**config.mk**
```make
export PLATFORM = sky130hd
export DESIGN_NAME = tec_ctrl_seq
export DESIGN_NICKNAME = d
export VERILOG_FILES = /design/src/rtl/tec_ctrl_pkg.sv /design/src/rtl/tec_beat_gen.sv /design/src/rtl/tec_ctrl_seq.sv
export SDC_FILE = /design/constraint.sdc
export NUM_CORES = 1
export LEC_CHECK = 0
export CAP_MARGIN = 40
export CORE_ASPECT_RATIO = 1.2
export CORE_MARGIN = 2
export CORE_UTILIZATION = 30
export DETAILED_ROUTE_END_ITERATION = 12
export GPL_ROUTABILITY_DRIVEN = 0
export PLACE_DENSITY = 0.55
export SLEW_MARGIN = 15
export SYNTH_ARGS = -nofsm -noshare
export SYNTH_HDL_FRONTEND = slang
export SYNTH_SLANG_ARGS = --single-unit
```
**constraint.sdc**
```tcl
create_clock -name T3 -period 2.12 [get_ports T3]
set_input_delay 0.424 -clock T3 [delete_from_list [all_inputs] [get_ports T3]]
set_output_delay 0.424 -clock T3 [all_outputs]
set_load 0.02 [all_outputs]
```
**src/rtl/tec_ctrl_pkg.sv**
```systemverilog
// Shared mode codes, state/beat encodings and mode helpers for the TEC sequencer.
package tec_ctrl_pkg;

  localparam logic [2:0] MODE_RUN  = 3'b000;
  localparam logic [2:0] MODE_MEMW = 3'b001;
  localparam logic [2:0] MODE_MEMR = 3'b010;
  localparam logic [2:0] MODE_REGR = 3'b011;
  localparam logic [2:0] MODE_REGW = 3'b100;

  typedef enum logic [1:0] {
    IDLE   = 2'd0,
    ACTIVE = 2'd1,
    PAUSE  = 2'd2
  } state_t;

  typedef enum logic [1:0] {
    B1 = 2'd0,
    B2 = 2'd1,
    B3 = 2'd2
  } beat_t;

  function automatic logic mode_legal(input logic [2:0] m);
    return (m <= MODE_REGW);
  endfunction

  function automatic logic mode_is_reg(input logic [2:0] m);
    return (m == MODE_REGR) || (m == MODE_REGW);
  endfunction

endpackage

```
**src/rtl/tec_beat_gen.sv**
```systemverilog
// One-hot W1/W2/W3 beat generator; flags the beat that closes the machine cycle.
module tec_beat_gen
  import tec_ctrl_pkg::*;
(
  input  logic clk,
  input  logic clr_n,
  input  logic enable,
  input  logic short_cyc,
  input  logic long_cyc,
  input  logic restart,
  output logic w1,
  output logic w2,
  output logic w3,
  output logic cycle_end
);

  beat_t beat;
  logic  live;

  assign live = w1 | w2 | w3;

  // SHORT/LONG are sampled at the edge that ends the current beat
  always_comb begin
    cycle_end = 1'b0;
    if (enable && live) begin
      case (beat)
        B1:      cycle_end = short_cyc;
        B2:      cycle_end = !long_cyc;
        default: cycle_end = 1'b1;
      endcase
    end
  end

  always_ff @(posedge clk) begin
    if (!clr_n) begin
      beat <= B1;
      w1   <= 1'b0;
      w2   <= 1'b0;
      w3   <= 1'b0;
    end else if (restart) begin
      beat <= B1;
      w1   <= 1'b1;
      w2   <= 1'b0;
      w3   <= 1'b0;
    end else if (!enable || cycle_end || !live) begin
      beat <= B1;
      w1   <= 1'b0;
      w2   <= 1'b0;
      w3   <= 1'b0;
    end else begin
      case (beat)
        B1: begin
          beat <= B2;
          w1   <= 1'b0;
          w2   <= 1'b1;
        end
        B2: begin
          beat <= B3;
          w2   <= 1'b0;
          w3   <= 1'b1;
        end
        default: begin
          beat <= B1;
          w1   <= 1'b0;
          w2   <= 1'b0;
          w3   <= 1'b0;
        end
      endcase
    end
  end

endmodule

```
**src/rtl/tec_ctrl_seq.sv**
```systemverilog
// TEC controller sequencer: console mode latch, STO setup flag, register sweep and
// run/pause/step control around the internal beat generator.
module tec_ctrl_seq
  import tec_ctrl_pkg::*;
#(
  parameter int NREG = 4,
  parameter int IRW  = 4
) (
  input  logic                     T3,
  input  logic                     CLR,
  input  logic                     START,
  input  logic                     RSWC,
  input  logic                     RSWB,
  input  logic                     RSWA,
  input  logic                     STEP_EN,
  input  logic                     SHORT,
  input  logic                     LONG,
  input  logic                     HALT,
  input  logic [IRW-1:0]           IR_IN,
  output logic [IRW-1:0]           IR_OUT,
  output logic                     W1,
  output logic                     W2,
  output logic                     W3,
  output logic [2:0]               MODE,
  output logic                     STO,
  output logic [$clog2(NREG)-1:0]  REGSEL,
  output logic                     STOP,
  output logic                     ERR
);

  localparam int            RW       = $clog2(NREG);
  localparam logic [RW-1:0] REG_LAST = RW'(NREG - 1);

  state_t     state;
  state_t     state_nxt;
  logic [2:0] sw;
  logic       sw_ok;
  logic       halt_hit;
  logic       beat_en;
  logic       restart;
  logic       cycle_end;
  logic       last_reg;

  assign sw       = {RSWC, RSWB, RSWA};
  assign sw_ok    = mode_legal(sw);
  assign halt_hit = (state == ACTIVE) && (MODE == MODE_RUN) && HALT;
  assign beat_en  = (state == ACTIVE) && !halt_hit;
  assign last_reg = (REGSEL == REG_LAST);

  // HALT in RUN pre-empts every beat rule, so it is resolved before cycle_end
  always_comb begin
    state_nxt = state;
    restart   = 1'b0;
    case (state)
      IDLE: begin
        if (START && sw_ok) begin
          state_nxt = ACTIVE;
          restart   = 1'b1;
        end
      end
      PAUSE: begin
        if (START) begin
          state_nxt = ACTIVE;
          restart   = 1'b1;
        end
      end
      ACTIVE: begin
        if (halt_hit) begin
          state_nxt = IDLE;
        end else if (cycle_end) begin
          if (!STO) begin
            restart = 1'b1;
          end else begin
            case (MODE)
              MODE_REGR, MODE_REGW: begin
                if (last_reg) state_nxt = IDLE;
                else          restart   = 1'b1;
              end
              MODE_MEMW, MODE_MEMR: state_nxt = PAUSE;
              default: begin
                if (STEP_EN) state_nxt = PAUSE;
                else         restart   = 1'b1;
              end
            endcase
          end
        end
      end
      default: state_nxt = IDLE;
    endcase
  end

  tec_beat_gen u_beat (
    .clk       (T3),
    .clr_n     (CLR),
    .enable    (beat_en),
    .short_cyc (SHORT),
    .long_cyc  (LONG),
    .restart   (restart),
    .w1        (W1),
    .w2        (W2),
    .w3        (W3),
    .cycle_end (cycle_end)
  );

  always_ff @(posedge T3) begin
    if (!CLR) begin
      state  <= IDLE;
      MODE   <= MODE_RUN;
      STO    <= 1'b0;
      REGSEL <= '0;
      STOP   <= 1'b1;
      ERR    <= 1'b0;
      IR_OUT <= '0;
    end else begin
      state <= state_nxt;
      STOP  <= (state_nxt != ACTIVE);
      ERR   <= (state == IDLE) && START && !sw_ok;
      if (restart) IR_OUT <= IR_IN;
      // REGSEL returns to 0 when the sweep retires to IDLE, never rolling over mid-sweep
      if ((state == IDLE) && START) begin
        MODE   <= sw;
        STO    <= 1'b0;
        REGSEL <= '0;
      end else if (beat_en && cycle_end) begin
        if (!STO) begin
          STO    <= 1'b1;
          REGSEL <= '0;
        end else if (mode_is_reg(MODE)) begin
          REGSEL <= last_reg ? '0 : REGSEL + RW'(1);
        end
      end
    end
  end

endmodule

```
== Word level (Yosys, flattened, before mapping) ==
Cells that the tools add are included.

* Register bits after elaboration: 19
* Latch bits: 0
* Memory bits (writable): 0
* ROM bits: 0
* Bits of input ports: 14
* Output and inout bits: 15
* Word-level logic and storage cells: 80
* Memories kept: 0

* Add/subtract/negate cells: 1
* Multipliers: 0
* Divide/modulo/power cells: 0
* Magnitude comparators: 1
* Eq/ne operators: 11
* Shift operators: 0
* Muxes and demuxes: 29
* Bitwise operators: 3
* Reduce and logical (&&, ||, !) cells: 24

{| class="wikitable"
|+ Operators by type and width
! kind !! count
|-
| 2-bit two-way mux || 10
|-
| 1-bit two-way mux || 12
|-
| 1-bit logical AND || 8
|-
| 2-bit one-hot mux with 2 select lines || 2
|-
| 3-bit by 2-bit == test with 1-bit output (second input constant) || 2
|-
| 1-bit one-hot mux with 2 select lines || 3
|-
| 2-bit one-hot mux with 3 select lines || 1
|-
| 2-bit OR reduction || 3
|-
| 1-bit logical NOT || 5
|-
| 2-bit by 1-bit == test with 1-bit output (second input constant) || 2
|-
| 2-bit == test (second input constant) || 2
|-
| 2-bit logical NOT || 2
|-
| 2-bit by 1-bit != test with 1-bit output (second input constant) || 2
|-
| 3-bit by 1-bit == test with 1-bit output (second input constant) || 1
|-
| 3-bit == test (second input constant) || 1
|-
| 3-bit less-or-equal comparator (second input constant) || 1
|-
| 3-bit logical NOT || 1
|-
| 1-bit logical OR || 3
|-
| 3-bit by 2-bit != test with 1-bit output (second input constant) || 1
|-
| 1-bit one-hot mux with 3 select lines || 1
|-
| 3-bit OR reduction || 1
|-
| 2-bit by 1-bit adder with 2-bit output (second input constant) || 1
|-
| 1-bit OR || 2
|-
| 2-bit AND reduction || 1
|-
| 1-bit inverter || 1
|}

== Longest topological paths before layout ==
* Depth after elaboration: 11
* Gate-level depth with buffers: 5
* Depth with buffers taken out: 5

== By module ==
From an unflattened synthesis, not the netlist that was laid out.

* Cells, all modules: 90
* Area total of the unflattened synthesis: 844.6 um2

{| class="wikitable"
|+ Modules (own cells, without submodules)
! module !! times used !! cells each !! area an instance (um2)
|-
| tec_ctrl_seq || 1 || 71 || 678.2
|-
| tec_beat_gen || 1 || 19 || 166.4
|}

== Worst setup path before layout ==
No wires, ideal clock.

* Path type: register -> register
* Start point: register MODE[0]
* End point: register REGSEL[1]
* Library setup time: 0.115 ns
* Arrival: 1.587 ns
* Data required time: 2.005 ns
* Path slack: 0.418 ns
* Cell stages (with the launch flop): 6
* Clock period less this slack: 1.702 ns
* Cell sequence: dfxtp_1 -> nor2_2 -> a311oi_4 -> nor3b_4 -> a21boi_1 -> o21a_1

* Word-level cells in the longest chain between the ends: 9
* Elaborated cells between the ends (all ways): 13
* Those cells by class: eq/ne (3); mux (1); reduce/logical (9)

{| class="wikitable"
|+ RTL lines
! item !! line !! source
|-
| start: declaration || tec_ctrl_seq.sv:24 || <nowiki>output logic [2:0] MODE,</nowiki>
|-
| start signal: assignment || tec_ctrl_seq.sv:121 || <nowiki>MODE <= sw;</nowiki>
|-
| 3-bit logical NOT || tec_ctrl_seq.sv:46 || <nowiki>assign halt_hit = (state == ACTIVE) && (MODE == MODE_RUN) && HALT;</nowiki>
|-
| 1-bit logical AND (2 in series) || tec_ctrl_seq.sv:46 ||
|-
| 1-bit logical NOT || tec_ctrl_seq.sv:47 || <nowiki>assign beat_en = (state == ACTIVE) && !halt_hit;</nowiki>
|-
| 1-bit logical AND || tec_ctrl_seq.sv:47 ||
|-
| 1-bit logical AND || tec_beat_gen.sv:25 || <nowiki>if (enable && live) begin</nowiki>
|-
| 1-bit two-way mux || tec_beat_gen.sv:25 ||
|-
| 1-bit logical AND || tec_ctrl_seq.sv:124 || <nowiki>end else if (beat_en && cycle_end) begin</nowiki>
|-
| 2-bit AND reduction (no line) * || -- ||
|-
| end signal: assignment || tec_ctrl_seq.sv:129 || <nowiki>REGSEL <= last_reg ? '0 : REGSEL + RW'(1);</nowiki>
|-
| end: declaration || tec_ctrl_seq.sv:26 || <nowiki>output logic [$clog2(NREG)-1:0] REGSEL,</nowiki>
|}

Mark *: on every way between the ends. The rest lies on a longest branch, timed or not.
A chain may end at the register's enable or synchronous reset.

== Worst setup path in the final report ==
* Start point: register MODE[2]
* End point: output port MODE[2]

No word-level cell between the ends.

==> summary.md <==
| Metric | Value |
|---|---|
| Status | `complete, no violations` |
| # port buffers | `28` |
| Fmax achieved | `about 540 MHz` |
| Final setup vio count | `0` |
| Remaining DRCs | `0` |
| Sequential area share after synthesis | `approximately 44%` |
| Synth Instances | `86` |
| RSZ-0062 raised after global routing | `no` |
| Setup Fix Bufs, Post-CTS | `0` |
| # IOs | `29` |
| Fillers | `279` |
| Antenna diodes | `0` |
| Lkg Pwr | `0.000477 uW` |
| Max Root-Sink Buffers | `2` |
| Post-layout min period | `1.85 ns` |
| DR WL/cell | `11.3 um` |
| Post-synth top area cell | `dfxtp_1` |
| Core Footprint | `around 2600 um^2` |
| Hpwl dp | `1340 um` |
| FP Rows | `20` |
| Clk sink count | `18` |
| Post-place setup slack | `0.0992 ns` |
| Worst setup margin | `0.269 ns` |
| CTS tree | `done` |
| GR Overflow Total | `0` |
| Chip width | `51.7 um` |
| WP buf/inv | `1` |
| Register bit total from synthesis | `18` |
| Worst hold path type | `reg2reg` |
| Nets | `roughly 140` |
| Synth top area cells | `dfxtp_1 44%, nand2_1 7.8%, mux2i_1 4.9%, a311oi_4 3.2%, nor2_1 3.2%` |
| Mapped Avg Cell Area | `9.51 um^2` |
| Detailed-route wire length | `1740 um` |
| Max Slew Vio Count | `0` |
| Most frequent cells in the layout | `28 x clkdlybuf4s50_1, 18 x dfxtp_1, 17 x nand2_1` |
| CP max FO | `7` |
| Multi-input gate area | `435 um^2` |
| Maximum vdd drop | `260 uV` |
| Crit path required time | `1.70 ns` |
| Die area | `3160 um^2` |
| Max Cap Viol | `0` |
| Startpoint types | `register` |
| Min Hold Slack | `0.471 ns` |
| Crit Path Category | `reg2out` |
| Largest net degree at the start of global routing | `13` |
| Arrival time at the worst endpoint | `around 1.4 ns` |
| Yosys top cell area share | `44.0%` |
| FF/Latch Area | `between 300 and 400 um^2` |
| Slew margin rel. | `between 60% and 70%` |
| Crit-path max cell delay | `0.65 ns` |
| Placed cell count | `150` |
| First-pass GRT wire length | `2880 um` |
| Post-Syn Nets | `101` |
| Initial Util | `32.1%` |
| CTS resizes | `0` |
| CP cell instances | `clkdlybuf4s50_1` |
| Die Height | `around 61 um` |
| Root buf cell | `clkbuf_4` |
| ANT nets after route | `0` |
| Drt initial violations | `2` |
| CTS clk-pin slew, worst paths | `around 0.11 ns` |
| Top_reg_cell synth | `dfxtp_1` |
| Cts bufs inserted | `3` |
| Synth async-reset ratio | `0%` |
| Number of flops mapped to enable cells by yosys | `0` |
| Via density per instance | `4.81` |
| Overall Global Routing Usage | `12.5%` |
| Fin cells | `154` |
| Worst slew pin tran | `0.503 ns` |
| Post-synthesis cell type count | `35` |
| Part of the cycle the worst path needs | `87.3%` |
| Worst Setup End Kind | `output pin` |
| # hold bufs at CTS | `0` |
| Layout cells sized above 1 | `13.2%` |
| Initial antenna violation count | `0` |
| Clk_lat worst skew | `0.29 ns` |
| TritonRoute pass-1 iters | `3` |
| Final Hold Viols | `0` |
| Slowest cell on the critical path | `clkdlybuf4s50_1` |
| Synth Cell Area | `818 um^2` |
| Most common cell after layout, fill and taps aside | `clkdlybuf4s50_1` |
| Vias | `740` |
| Cell family with most CP delay | `buffers and inverters` |
| CTS H-tree lvls | `1` |
| Total Negative Setup Slacks | `0 ns` |
| Number of global-route vias before repair | `683` |
| Yosys warning count | `0` |
| Worst Skew | `between 0.006 and 0.007 ns` |
| P&R area growth vs syn | `46.9%` |
| Power Dens Cells | `593 nW/um^2` |
-- synth_stat cells (2+ instances only) --
cell type  count
nor3_1         3
nor2_1         7
mux2i_1        4
a21boi_1       2
nand2_1       17
o21a_1         3
inv_1          5
dfxtp_1       18
-- final timing paths --
| check | startpoint | endpoint | slack [ns] | depth (start not counted) |
|---|---|---|---|---|
| setup / recovery | MODE[2] | MODE[2] | 0.27 | 1 |
| hold reg to reg | IR_OUT[1] | IR_OUT[1] | 0.47 | 2 |
| setup reg to reg | MODE[2] | IR_OUT[2] | 0.37 | 5 |
| hold / removal | IR_OUT[1] | IR_OUT[1] | 0.47 | 2 |
-- registers in the layout (all words and copies together) (netlist names) --
| name | flops |
|---|---|
| ERR | 1 |
| IR_OUT | 4 |
| MODE | 3 |
| REGSEL | 2 |
| STO | 1 |
| STOP | 1 |
| state | 2 |
| u_beat.beat | 1 |
| u_beat.w1 | 1 |
| u_beat.w2 | 1 |
| u_beat.w3 | 1 |
-- kinds of logic after synthesis --
group / share of synthesized area [%]
AND/OR/NAND/NOR: 21.9
AO/OA/AOI/OAI: 23.9
flip-flops: 44.0
buffers and inverters: 2.75
multiplexers: 4.89
XOR/XNOR: 1.07
adder cells (fa/ha/maj): 1.53
-- through the flow --
step / cell area [um^2] / util [%] / total power [uW]
finish: 1200 / 47.1 / 713
detailed placement: 1170 / 45.7 / 510
global placement: 1170 / 45.7 / 510
CTS: 1200 / 47.1 / 725
global route: 1200 / 47.1 / 748
floorplan: 818 / - / 441
-- layout make-up --
cell class                      instances  area share (%)
Clock buffer                            4            3.02
Sequential cell                        18            30.0
Inverter                                5            1.56
Tap cell                               33            3.43
Multi-Input combinational cell         62            36.2
Timing Repair Buffer                   32            25.8
-- metal layers --
| layer | global-route usage, % | wire length (um) | vias up |
|---|---|---|---|
| met5 | 0 | 0 | - |
| met4 | 6.77 | 20 | 0 |
| met3 | 3.16 | 97 | 4 |
| met2 | 19.8 | 751 | 24 |
| met1 | 15.6 | 873 | 331 |
| li1 | - | - | 381 |
-- report_power, final --
part	total, uW	internal, uW	switching, uW
Combinational	139	75.3	63.4
Sequential	363	352	11.4
Clock	211	105	106
Total	713	532	181
No activity file was read; power rests on OpenSTA's default activity.
==> RTL edit 1: new RTL, config.mk and constraints unchanged <==
Set the parameter `IRW` to 5 (it was 4).
--- a/src/rtl/tec_ctrl_seq.sv
+++ b/src/rtl/tec_ctrl_seq.sv
@@ -4,7 +4,7 @@
   import tec_ctrl_pkg::*;
 #(
   parameter int NREG = 4,
-  parameter int IRW  = 4
+  parameter int IRW  = 5
 ) (
   input  logic                     T3,
   input  logic                     CLR,
Ports: changed (resized IR_IN and IR_OUT); port bits go from 29 to 31. The function was not compared with the original's and may differ.
==> RTL edit 1 against the unedited design <==
Clock skew grew 4.6 ps. Fmax down 1.5%. Global-route usage is 0.85 points higher. First-iteration DRC count rose to 8.5 times the old value. Wire length is 13% higher. Setup slack worse by 29 ps. Count of clock-buffer cells in the layout unchanged. Sequential cell count up 1. Design area increased by 3.3%. Total power fell by 1.2%. Die area grew 5.0%. Area after synthesis rose by 5.4%. Synthesized cell count is 15% higher.
==> RTL edit 1: results (changes against the unedited design) <==
Tmin final=1880 ps (was 1850 ps); synth cell count leaders=nand2_1 (20), dfxtp_1 (19), nor2_1 (8) (was dfxtp_1 (18), nand2_1 (17), nor2_1 (7)); ratio of cells with drive above 1 in the final layout=0.0672 (was 0.132); mux cell area share after synthesis=0.0697 (was 0.0489); GRT Total Usage=0.133 (was 0.125); GR met1 Demand/Resource=0.165 (was 0.156); Sw Pwr=0.000183 W (was 0.000181 W); vias in the first global route=818 (was 683); Met2 Wirelength=918 µm (was 751 µm); FF-to-FF Start=MODE[0]$_SDFFE_PN0P_ (was MODE[2]$_SDFFE_PN0P_); Vias/cell=4.96 (was 4.81); worst slew pin tran=583 ps (was 503 ps); status=completed (unchanged); Regs by FF count=IR_OUT: 5 flops, MODE: 3 flops (was IR_OUT: 4 flops, MODE: 3 flops); maximum number of pins on one net before global-route repair=12 (was 13); hold path endpoint=IR_OUT[0]$_SDFFE_PN0P_ (was IR_OUT[1]$_SDFFE_PN0P_); Critical Path AT=1460 ps (was 1430 ps); CP Launch Point=u_beat.w2$_SDFF_PP0_ (was MODE[2]$_SDFFE_PN0P_); M1 WL=923 µm (was 873 µm); syn nets=115 (was 101); Post-Synth XOR/XNOR Area=0.0102 (was 0.0107); IO buf count=30 (was 28); initial drt markers=17 (was 2); routed wl met3=114 µm (was 97 µm); Max IR drop VDD=0.000248 V (was 0.000260 V); Final HPWL DP=1490 µm (was 1340 µm); skew final=10.8 ps (was 6.17 ps); met2 Resource Use GR=0.219 (was 0.198); Min-Delay Startpoint=IR_OUT[0]$_SDFFE_PN0P_ (was IR_OUT[1]$_SDFFE_PN0P_); Crit Reg-Reg Endpoint=IR_OUT[1]$_SDFFE_PN0P_ (was IR_OUT[2]$_SDFFE_PN0P_)
[RTL edit 1: cell types whose count changed after synthesis, sizes merged, moves of 2 or more]
| cell | delta |
|---|---|
| a211oi | -2 |
| nand2 | +3 |
| mux2i | +2 |
| nor3b | -2 |
[RTL edit 1: cell families (layout without fill, tap and decap cells)]
kind of cell / Yosys count / after routing
AO/OA/AOI/OAI: 24 / 24
XOR/XNOR: 1 / 1
adder cells (fa/ha/maj): 1 / 1
buffers and inverters: 8 / 43
flip-flops: 19 / 19
multiplexers: 6 / 6
AND/OR/NAND/NOR: 40 / 40
[RTL edit 1: power by group through the flow]
stage                     sequential [W]  clock [W]  combinational, W
final                           0.000385   0.000180          0.000140
after floorplan                 0.000408          0         0.0000558
after CTS                       0.000386   0.000191          0.000141
after detailed placement        0.000393          0          0.000140
after global placement          0.000393          0          0.000139
after global routing            0.000388   0.000210          0.000153
[RTL edit 1: per-stage QoR]
| step | hold slack (ps) | instance area (µm²) | cells | utilization |
|---|---|---|---|---|
| CTS | 478 | 1240 | 168 | 0.450 |
| global route | 509 | 1240 | 168 | 0.450 |
| floorplan | 534 | 862 | 99 | - |
| finish | 475 | 1240 | 168 | 0.450 |
| global placement | 450 | 1220 | 164 | 0.441 |
| detailed placement | 452 | 1220 | 164 | 0.441 |
[RTL edit 1: layout make-up]
| type | instances | area (µm²) |
|---|---|---|
| Clock buffer | 4 | 26.3 |
| Fill cell | 303 | 1520 |
| Inverter | 5 | 18.8 |
| Multi-Input combinational cell | 72 | 444 |
| Sequential cell | 19 | 380 |
| Tap cell | 34 | 42.5 |
| Timing Repair Buffer | 34 | 330 |
==> RTL edit 2: new RTL, same settings <==
Made on the original files. Register the output `W1`; this adds one clock of latency there. The other outputs are not delayed to match. Comments in the files are not updated.
--- a/src/rtl/tec_ctrl_seq.sv
+++ b/src/rtl/tec_ctrl_seq.sv
@@ -30,6 +30,8 @@
 
   localparam int            RW       = $clog2(NREG);
   localparam logic [RW-1:0] REG_LAST = RW'(NREG - 1);
+
+  logic W1_d;
 
   state_t     state;
   state_t     state_nxt;
@@ -96,7 +98,7 @@
     .short_cyc (SHORT),
     .long_cyc  (LONG),
     .restart   (restart),
-    .w1        (W1),
+    .w1        (W1_d),
     .w2        (W2),
     .w3        (W3),
     .cycle_end (cycle_end)
@@ -132,5 +134,9 @@
     end
   end
 
+  always_ff @(posedge T3) begin
+    W1 <= W1_d;
+  end
+
 endmodule
 
Check against the original RTL: not equivalent (a bounded check fails within 4 cycles, from zero or initial values).
==> RTL edit 2 against the unedited design <==
Final cell count grew 3.9%. Wire length grew 10%. Clock skew shrank 5.2 ps. Area after synthesis grew 10%. Sequential cell count grew 1. Setup slack lost 47 ps. Fmax shrank 2.5%. Count of clock-buffer cells in the layout is the same. Sequential power grew 6.1%. Design area grew 4.1%. First-iteration DRC count grew to 8.0 times the old value. Total power shrank 0.83%. Critical endpoint is now W2. Largest cell class unchanged. Largest power group unchanged.
==> RTL edit 2: results (changes against the unedited design) <==
skew final=0.936 ps (was 6.17 ps); Clock Power Share=0.256 (was 0.296); initial drt markers=16 (was 2); register area share after synthesis=0.422 (was 0.440); M1 WL=890 µm (was 873 µm); Vias/cell=4.94 (was 4.81); Storage cell area=380 µm² (was 360 µm²); Seq. pwr=0.000385 W (was 0.000363 W); die area=3460 µm² (was 3160 µm²); first-pass GRT wire length=3170 µm (was 2880 µm); vias after detailed routing=791 (was 740); power share of the combinational group=0.199 (was 0.195); Worst path max stage delay=670 ps (was 650 ps); IO buf count=28 (unchanged); ratio of cells with drive above 1 in the final layout=0.111 (was 0.132); GR met1 Demand/Resource=0.168 (was 0.156); Critical Path AT=1470 ps (was 1430 ps); non-clock buffer count=29 (was 32); worst slew pin tran=412 ps (was 503 ps); Critical Path Fanout Max=10 (was 7); Pleak=0.489 nW (was 0.477 nW); Root Buffer=clkbuf_4 (unchanged); synth cell count leaders=dfxtp_1 (19), nand2_1 (14), nor2_1 (9) (was dfxtp_1 (18), nand2_1 (17), nor2_1 (7)); buffer share of cell area=0.230 (was 0.258); routed wl met3=77 µm (was 97 µm); status=completed (unchanged); grt met3 use=0.0304 (was 0.0316); Multi-input gate area=499 µm² (was 435 µm²); Met2 Wirelength=914 µm (was 751 µm); ranking of synthesized cells by area=dfxtp_1 (42%), nand2_1 (5.8%), mux2i_1 (4.4%), nor2_1 (3.7%), a311o_4 (2.2%) (was dfxtp_1 (44%), nand2_1 (7.8%), mux2i_1 (4.9%), a311oi_4 (3.2%), nor2_1 (3.2%)); multi-input gate count=70 (was 62); met2 Resource Use GR=0.181 (was 0.198); Final HPWL DP=1480 µm (was 1340 µm); Async S/R FF share, synth=0 (unchanged); syn nets=110 (was 101); post-synth cell types=42 (was 35); clock latency on the worst-skew pair=290 ps (about the same); Cell Pwr Density=565 nW/µm² (was 593 nW/µm²); Avg Cell Area, Syn=9.50 µm² (was 9.51 µm²); fillers=286 (was 279); GRT Total Usage=0.124 (was 0.125); pre-CTS setup slack=169 ps (was 99.2 ps); Sw Pwr=0.000189 W (was 0.000181 W); dpl cell area=1220 µm² (was 1170 µm²); final-layout clock-cell area share=0.0210 (was 0.0302); vias in the first global route=713 (was 683); inverters=4 (was 5); first-pass detailed-route iteration total=4 (was 3); Yosys warnings=0 (unchanged); number of clock sinks=19 (was 18); Max IR drop VDD=0.000382 V (was 0.000260 V); DRT Wirelength=1920 µm (was 1740 µm); final net count=142 (was 137)
-- RTL edit 2: final timing paths --
path                                              from                      to  slack [ps]  cells after the start
worst min register to register  u_beat.w1$_SDFFE_PN0P_              W1$_DFF_P_         400                      0
worst max register to register    MODE[2]$_SDFFE_PN0P_  IR_OUT[2]$_SDFFE_PN0P_         480                      5
worst min-delay path            u_beat.w1$_SDFFE_PN0P_              W1$_DFF_P_         400                      0
worst max-delay path              u_beat.w2$_SDFF_PP0_                      W2         220                      1
-- RTL edit 2: cell families (layout without fill, tap and decap cells) --
family / Yosys count / after routing / share of synthesized area
XOR/XNOR: 1 / 1 / 0.00971
AO/OA/AOI/OAI: 26 / 26 / 0.254
multiplexers: 4 / 4 / 0.0444
flip-flops: 19 / 19 / 0.422
buffers and inverters: 6 / 37 / 0.0250
AND/OR/NAND/NOR: 38 / 38 / 0.232
adder cells (fa/ha/maj): 1 / 1 / 0.0139
